===== src/rtl/ifc_pkg.sv =====
// Shared constants for the buffered multi-channel reduction block:
// reduction mode encodings and the width of the consumed-result counter.
package ifc_pkg;

    localparam logic [1:0] MODE_OR  = 2'b00;
    localparam logic [1:0] MODE_AND = 2'b01;
    localparam logic [1:0] MODE_XOR = 2'b10;

    localparam int CNT_W = 16;

endpackage


===== src/rtl/ifc_fifo.sv =====
// Circular FIFO with enqueue/dequeue handshakes and an explicit occupancy count.
// There is no bypass path: a full buffer refuses an enqueue even when it is popped in the same cycle.
module ifc_fifo #(
    parameter int WIDTH = 8,
    parameter int DEPTH = 4
) (
    input  logic             CLK,
    input  logic             RST,
    input  logic             enq_en,
    input  logic [WIDTH-1:0] enq_data,
    output logic             enq_rdy,
    input  logic             deq_en,
    output logic [WIDTH-1:0] deq_data,
    output logic             deq_rdy
);

    localparam int PW = $clog2(DEPTH);
    localparam int CW = $clog2(DEPTH + 1);

    logic [WIDTH-1:0] mem [DEPTH];
    logic [PW-1:0]    wr_ptr;
    logic [PW-1:0]    rd_ptr;
    logic [CW-1:0]    count;
    logic             do_enq;
    logic             do_deq;

    assign enq_rdy  = (count != CW'(DEPTH));
    assign deq_rdy  = (count != '0);
    assign do_enq   = enq_en && enq_rdy;
    assign do_deq   = deq_en && deq_rdy;
    assign deq_data = mem[rd_ptr];

    // Storage carries no reset; only pointers and count define validity.
    always_ff @(posedge CLK) begin
        if (do_enq) begin
            mem[wr_ptr] <= enq_data;
        end
    end

    always_ff @(posedge CLK) begin
        if (RST) begin
            wr_ptr <= '0;
            rd_ptr <= '0;
            count  <= '0;
        end else begin
            if (do_enq) begin
                wr_ptr <= wr_ptr + PW'(1);
            end
            if (do_deq) begin
                rd_ptr <= rd_ptr + PW'(1);
            end
            case ({do_enq, do_deq})
                2'b10:   count <= count + CW'(1);
                2'b01:   count <= count - CW'(1);
                default: count <= count;
            endcase
        end
    end

endmodule


===== src/rtl/ifc_reduce.sv =====
// NUM_IN buffered input channels reduced bitwise (OR/AND/XOR) into one result per dequeue.
// A result is offered only when every channel holds at least one word.
module ifc_reduce
    import ifc_pkg::*;
#(
    parameter int NUM_IN = 2,
    parameter int WIDTH  = 8,
    parameter int DEPTH  = 4
) (
    input  logic                    CLK,
    input  logic                    RST,
    input  logic [NUM_IN*WIDTH-1:0] in_data,
    input  logic [NUM_IN-1:0]       in_en,
    output logic [NUM_IN-1:0]       in_rdy,
    input  logic [1:0]              mode,
    input  logic                    y_en,
    output logic [WIDTH-1:0]        y_data,
    output logic                    y_rdy,
    output logic [CNT_W-1:0]        y_count
);

    logic [WIDTH-1:0]  heads [NUM_IN];
    logic [NUM_IN-1:0] ch_nonempty;
    logic              do_deq;
    logic [WIDTH-1:0]  acc;

    assign y_rdy  = &ch_nonempty;
    assign do_deq = y_en && y_rdy;

    for (genvar g = 0; g < NUM_IN; g++) begin : g_ch
        ifc_fifo #(
            .WIDTH (WIDTH),
            .DEPTH (DEPTH)
        ) u_fifo (
            .CLK      (CLK),
            .RST      (RST),
            .enq_en   (in_en[g]),
            .enq_data (in_data[g*WIDTH +: WIDTH]),
            .enq_rdy  (in_rdy[g]),
            .deq_en   (do_deq),
            .deq_data (heads[g]),
            .deq_rdy  (ch_nonempty[g])
        );
    end

    // Fold starts at channel 0; the reserved mode value falls back to OR.
    always_comb begin
        acc = heads[0];
        for (int i = 1; i < NUM_IN; i++) begin
            case (mode)
                MODE_AND: acc = acc & heads[i];
                MODE_XOR: acc = acc ^ heads[i];
                default:  acc = acc | heads[i];
            endcase
        end
        y_data = y_rdy ? acc : '0;
    end

    always_ff @(posedge CLK) begin
        if (RST) begin
            y_count <= '0;
        end else if (do_deq) begin
            y_count <= y_count + CNT_W'(1);
        end
    end

endmodule


===== config.mk =====
export PLATFORM = sky130hd
export DESIGN_NAME = ifc_reduce
export DESIGN_NICKNAME = d
export VERILOG_FILES = /design/src/rtl/ifc_pkg.sv /design/src/rtl/ifc_fifo.sv /design/src/rtl/ifc_reduce.sv
export SDC_FILE = /design/constraint.sdc
export NUM_CORES = 1
export LEC_CHECK = 0
export CAP_MARGIN = 40
export CORE_MARGIN = 2
export CORE_UTILIZATION = 45
export DETAILED_ROUTE_END_ITERATION = 8
export PLACE_DENSITY = 0.73
export SLEW_MARGIN = 10
export SYNTH_ARGS = -nofsm -noshare
export SYNTH_HDL_FRONTEND = slang
export SYNTH_SLANG_ARGS = --single-unit

===== constraint.sdc =====
create_clock -name CLK -period 3.2 [get_ports CLK]
set_clock_uncertainty 0.1 [all_clocks]
set_input_delay 0.96 -clock CLK [delete_from_list [all_inputs] [get_ports CLK]]
set_output_delay 0.96 -clock CLK [all_outputs]
set_load 0.02 [all_outputs]

Word-level counts from Yosys, hierarchy flattened
Memory sizes are Yosys's and may differ from the RTL's. A register that Yosys moved wholly into a read port is not among the register bits.
Index checks and enable logic that the tools add are counted.

operators by class
  eq/ne operators = 8
  $add $sub $neg = 9
  bitwise operators = 3
  reduce and logical (&&, ||, !) cells = 10
  mux-type cells = 12
  $lt $le $gt $ge = 0
  shifts and indexed selects = 0
  div/mod/pow operators = 0
  multiply operators = 0

operators with widths
  operator                                              number
  adder 16 x 1 -> 16 bit (second input constant)        1
  one-hot mux 8 bit (2 select lines)                    1
  one-hot mux 3 bit (2 select lines)                    2
  adder 2 x 1 -> 2 bit (second input constant)          4
  AND 8 bit                                             1
  two-way mux 2 bit                                     4
  two-way mux 8 bit                                     1
  bitwise OR 8 bit                                      1
  XOR 8 bit                                             1
  adder 3 x 1 -> 3 bit (second input constant)          2
  equality test 2 x 1 -> 1 bit (second input constant)  3
  equality test 2 bit (second input constant)           3
  inequality test 3 bit (second input constant)         2
  nonzero test 3 bit                                    2
  subtractor 3 x 1 -> 3 bit (second input constant)     2
  logical AND 1 bit                                     5
  two-way mux 1 bit                                     4
  nonzero test 2 bit                                    2
  AND reduction 2 bit                                   1

storage, ports and cells
  memories kept = 2
  memory bits (read-only) = 0
  bits in latches = 0
  memory bits (writable) = 64
  register bits after elaboration = 30
  input port bits = 23

memories
  memory              words  bits a word  rd ports  clocked after memory_dff  wr ports  line            RTL
  g_ch[0].u_fifo.mem  4      8            1         1                         1         ifc_fifo.sv:20  logic [WIDTH-1:0] mem [DEPTH];
  g_ch[1].u_fifo.mem  4      8            1         1                         1         ifc_fifo.sv:20

Longest topological paths before layout
  depth in word-level cells = 6
  depth in mapped cells = 10

By module
A second synthesis with hierarchy kept.

second synthesis, totals
  cell total of the unflattened synthesis = 326
  area, all modules = 4,478.0 sq um

by module, submodules not included
  module      sequential area each (sq um)  instances  cells each  area each (sq um)
  ifc_fifo    1,141.1                       2          94          1,645.3
  ifc_reduce  320.3                         1          138         1,187.4

Worst setup path after synthesis
OpenSTA, ideal clock, no wires.

  path type = input port to output port
  start = input mode[0]
  end = output y_data[5]
  stages = 5
  setup slack = -0.095 ns
  arrival time = 2.235 ns
  buffers on the path = 1
  cell sequence = inv_1 > ha_1 > clkbuf_1 > a221oi_1 > a211oi_1

between the ends
  cells in the longest elaborated chain, start to end = 3

RTL lines
  what                                                                        line              RTL
  from (decl)                                                                 ifc_reduce.sv:15  input logic [1:0] mode,
  equality test 2 bit / equality test 2 x 1 -> 1 bit (equally long branches)  ifc_reduce.sv:50  case (mode)
  one-hot mux 8 bit (2 select lines) *                                        ifc_reduce.sv:50
  two-way mux 8 bit *                                                         ifc_reduce.sv:56  y_data = y_rdy ? acc : '0;
  to (decl)                                                                   ifc_reduce.sv:17  output logic [WIDTH-1:0] y_data,

Every way passes the cells marked *; elsewhere a longest branch is shown, timed or not.

==> flow_summary.toml <==
[synth]
yosysMostFrequentCell = "edfxtp_1"
syn_area_per_cell_sq_um = 13.2
syn-instance-count = 335
synth_area_leaders = "edfxtp_1, dfxtp_1, ha_1, mux4_2, inv_1"
yosys.area.top_type = "edfxtp_1"
synth_nets = 389
async_flop_share_pct = 0
ys.flop_type = "edfxtp_1"
netlist_area_sq_mm = 0.00443
synth_edf_count = 64
synth.top_cell.area_share_pct = 43.4
synth_seq_cells = 98
yosysUniqueCellTypes = 35
synthTopCellsByCount = "edfxtp_1, inv_1, dfxtp_1, ha_1, nor2_1"
ys_seq_area_share_pct = 58.7
ys.warnings.count = 0

[sta]
slew_headroom_pct = 66.3
rsz0062_at_grt = "true"
max_freq_ghz = 0.306
finalWorstSetupSlack_ps = -72.6
fin_setup_tns_ps = -303
min_period_over_period_pct = 102
drv_slew = 0
hold_viol = 0
whs_ps = 396
setup_viol = 8
min_period_ps = 3270
worstMarginPinSlew_ps = 501

[cts]
path_clk_slew_ps = 90
cts_tree = "built"
clkLatencyLatePin_ps = 360
cts.sink_count = 98
clockRootBuffer = "clkbuf_8"
cts_buffers = 9
h-tree-depth = 3
cts_buffer_depth = 2

[setup_path]
start_kind = "flop"
crit_chain = "buf_12 > mux4_2 > inv_2 > ha_4 > a221oi_4 > a211oi_2 > buf_4"
rr_worst_depth = 9
reg2reg_from = "g_ch[1].u_fifo.count[2]"
critPathCapture = "y_data[4]"
endpoint_kind = "primary output"
arrival_ps = 2210
setup.worst_path.class = "reg2out"
max_stage_delay_ps = 540
regToRegEndpoint = "g_ch[1].u_fifo.count[2]"
cp_data_required_time_ps = 2140
critPathSlowestCell = "mux4_2"
critPathMaxFanout = 8
regToRegSetupSlack_ps = 620

[layout]
layout-drive-gt1-share_pct = 25.4
fillers = 762
antenna_cells = 0
area_growth_pct = 25.9
final_nets = 443
fin_cells = 527

[grt]
grt_start_max_net_pins = 33
grt_pass1_vias = 2869
antenna_found_initial = 0
track_usage_pct = 17.1
grt_pass1_wl_mm = 13.7
gr-total-overflow = 0

[drt]
vias = 2787
ant_nets = 0
wl_mm = 8.67
viasPerCell = 5.29
drtPass1Iterations = 4
drcViolationCount = 0
drtIter0Drc = 140
routedWlPerCell_um = 16.5

[placed_design]
place_hpwl_mm = 5.59
portBuffers = 49
placed_cells = 508
place_congestion = 0.787

[floorplanning]
fp.dieW_um = 103
fp.coreArea_sq_mm = 0.00968
ios = 50
floorplan.rows = 36
initial_core_util_pct = 45.8
die-area_sq_mm = 0.0107
die_h_um = 103

[power_and_ir_drop]
power_density_mw_per_mm2 = 612
p_leak_nw = 1.95
ir_drop_uv = 282

[min_path]
min_path_type = "reg2reg"

[outcome]
status = "finished, violations left"
violations = "negative setup slack"

[run]
cap_viol_max_count = 0
flip-flops by register name (all words and copies together) (netlist names), named ones only:
register            flops
g_ch.u_fifo.wr_ptr      4
g_ch.u_fifo.rd_ptr      4
g_ch.u_fifo.count       6
y_count                16
g_ch.u_fifo.mem        64
cells by family after synthesis:
kind of cell,after synthesis,share of synthesized area (%)
simple gates,79,9.94
mux,16,8.13
flops,98,58.7
compound gates,43,6.10
fa+ha+maj,31,9.09
buf+inv,52,4.86
xor+xnor,16,3.16
per-stage QoR:
stage | utilization, % | cell area (sq um) | power [mW] | setup WS (ps)
finish | 57.6 | 5580 | 3.42 | -72.6
global route | 57.6 | 5580 | 3.59 | -152
CTS | 56.7 | 5500 | 3.33 | -73.2
detailed placement | 52.8 | 5110 | 2.46 | -859
global placement | 52.8 | 5110 | 2.44 | -781
floorplan | - | 4430 | 2.14 | -95.1
cell usage in the layout, fill, tap and decap left out, types with 5 or more instances in the layout:
master,n
edfxtp_1,64
clkdlybuf4s50_1,39
dfxtp_1,32
nor2_1,20
inv_1,19
mux4_2,16
inv_2,16
a21oi_1,16
ha_1,16
xor2_1,12
buf_4,11
or3_1,10
ha_4,10
o21ai_0,9
nand2_1,9
clkbuf_8,9
and3_1,8
nand4_1,8
nand3_1,6
a211oi_2,6
a221oi_4,5
critical path, delay by kind of cell, from the launching register on:
kind / cells / cell delay [ps]
AOI/OAI and AO/OA: 2 / 360
muxes: 1 / 540
buffers and inverters: 3 / 390
DFF: 1 / 360
adders and majority gates: 1 / 200
final cells by class:
class,instances,area (sq um),share of cell area [%]
clock buffers,9,124,2.22
inverters,35,131,2.35
well taps,133,166,2.98
flip-flops and latches,98,2610,46.7
multi-input cells,185,1890,33.9
clock inverters,7,58.8,1.05
repair buffers,60,603,10.8
metal layers:
metal / up-vias / share of wire [%] / GRT usage, %
li1: 1337 / - / -
met1: 1370 / 43 / 21.2
met4: 0 / 1.8 / 7.09
met2: 67 / 51 / 29.6
met5: - / 0 / 0
met3: 13 / 3.9 / 3.09
power breakdown:
part | switching, mW | internal (mW)
sequential | 0.0728 | 1.47
combinational | 0.613 | 0.509
clock | 0.455 | 0.297
total | 1.14 | 2.28
how the worst min path moves through the flow:
| stage | startpoint | endpoint | slack [ps] | cells after the start |
|---|---|---|---|---|
| 2_1_floorplan | g_ch[1].u_fifo.wr_ptr[1] | g_ch[1].u_fifo.wr_ptr[1] | 360 | 2 |
| 3_3_place_gp | y_count[15] | y_count[15] | 370 | 2 |
| 3_5_place_dp | y_count[15] | y_count[15] | 370 | 2 |
| 4_1_cts | y_count[15] | y_count[15] | 390 | 2 |
| 5_1_grt | y_count[11] | y_count[11] | 430 | 2 |
| 6_report | y_count[15] | y_count[15] | 400 | 2 |
repair_timing:
item,CTS,global route
resized for setup,93,14
pin swaps,13,7
gates cloned,0,0
buffers inserted,3,0
setup endpoints to repair,9,9
hold endpoints to repair,0,0
hold buffers,0,0
Note: power is estimated with default switching activity, not from simulation.
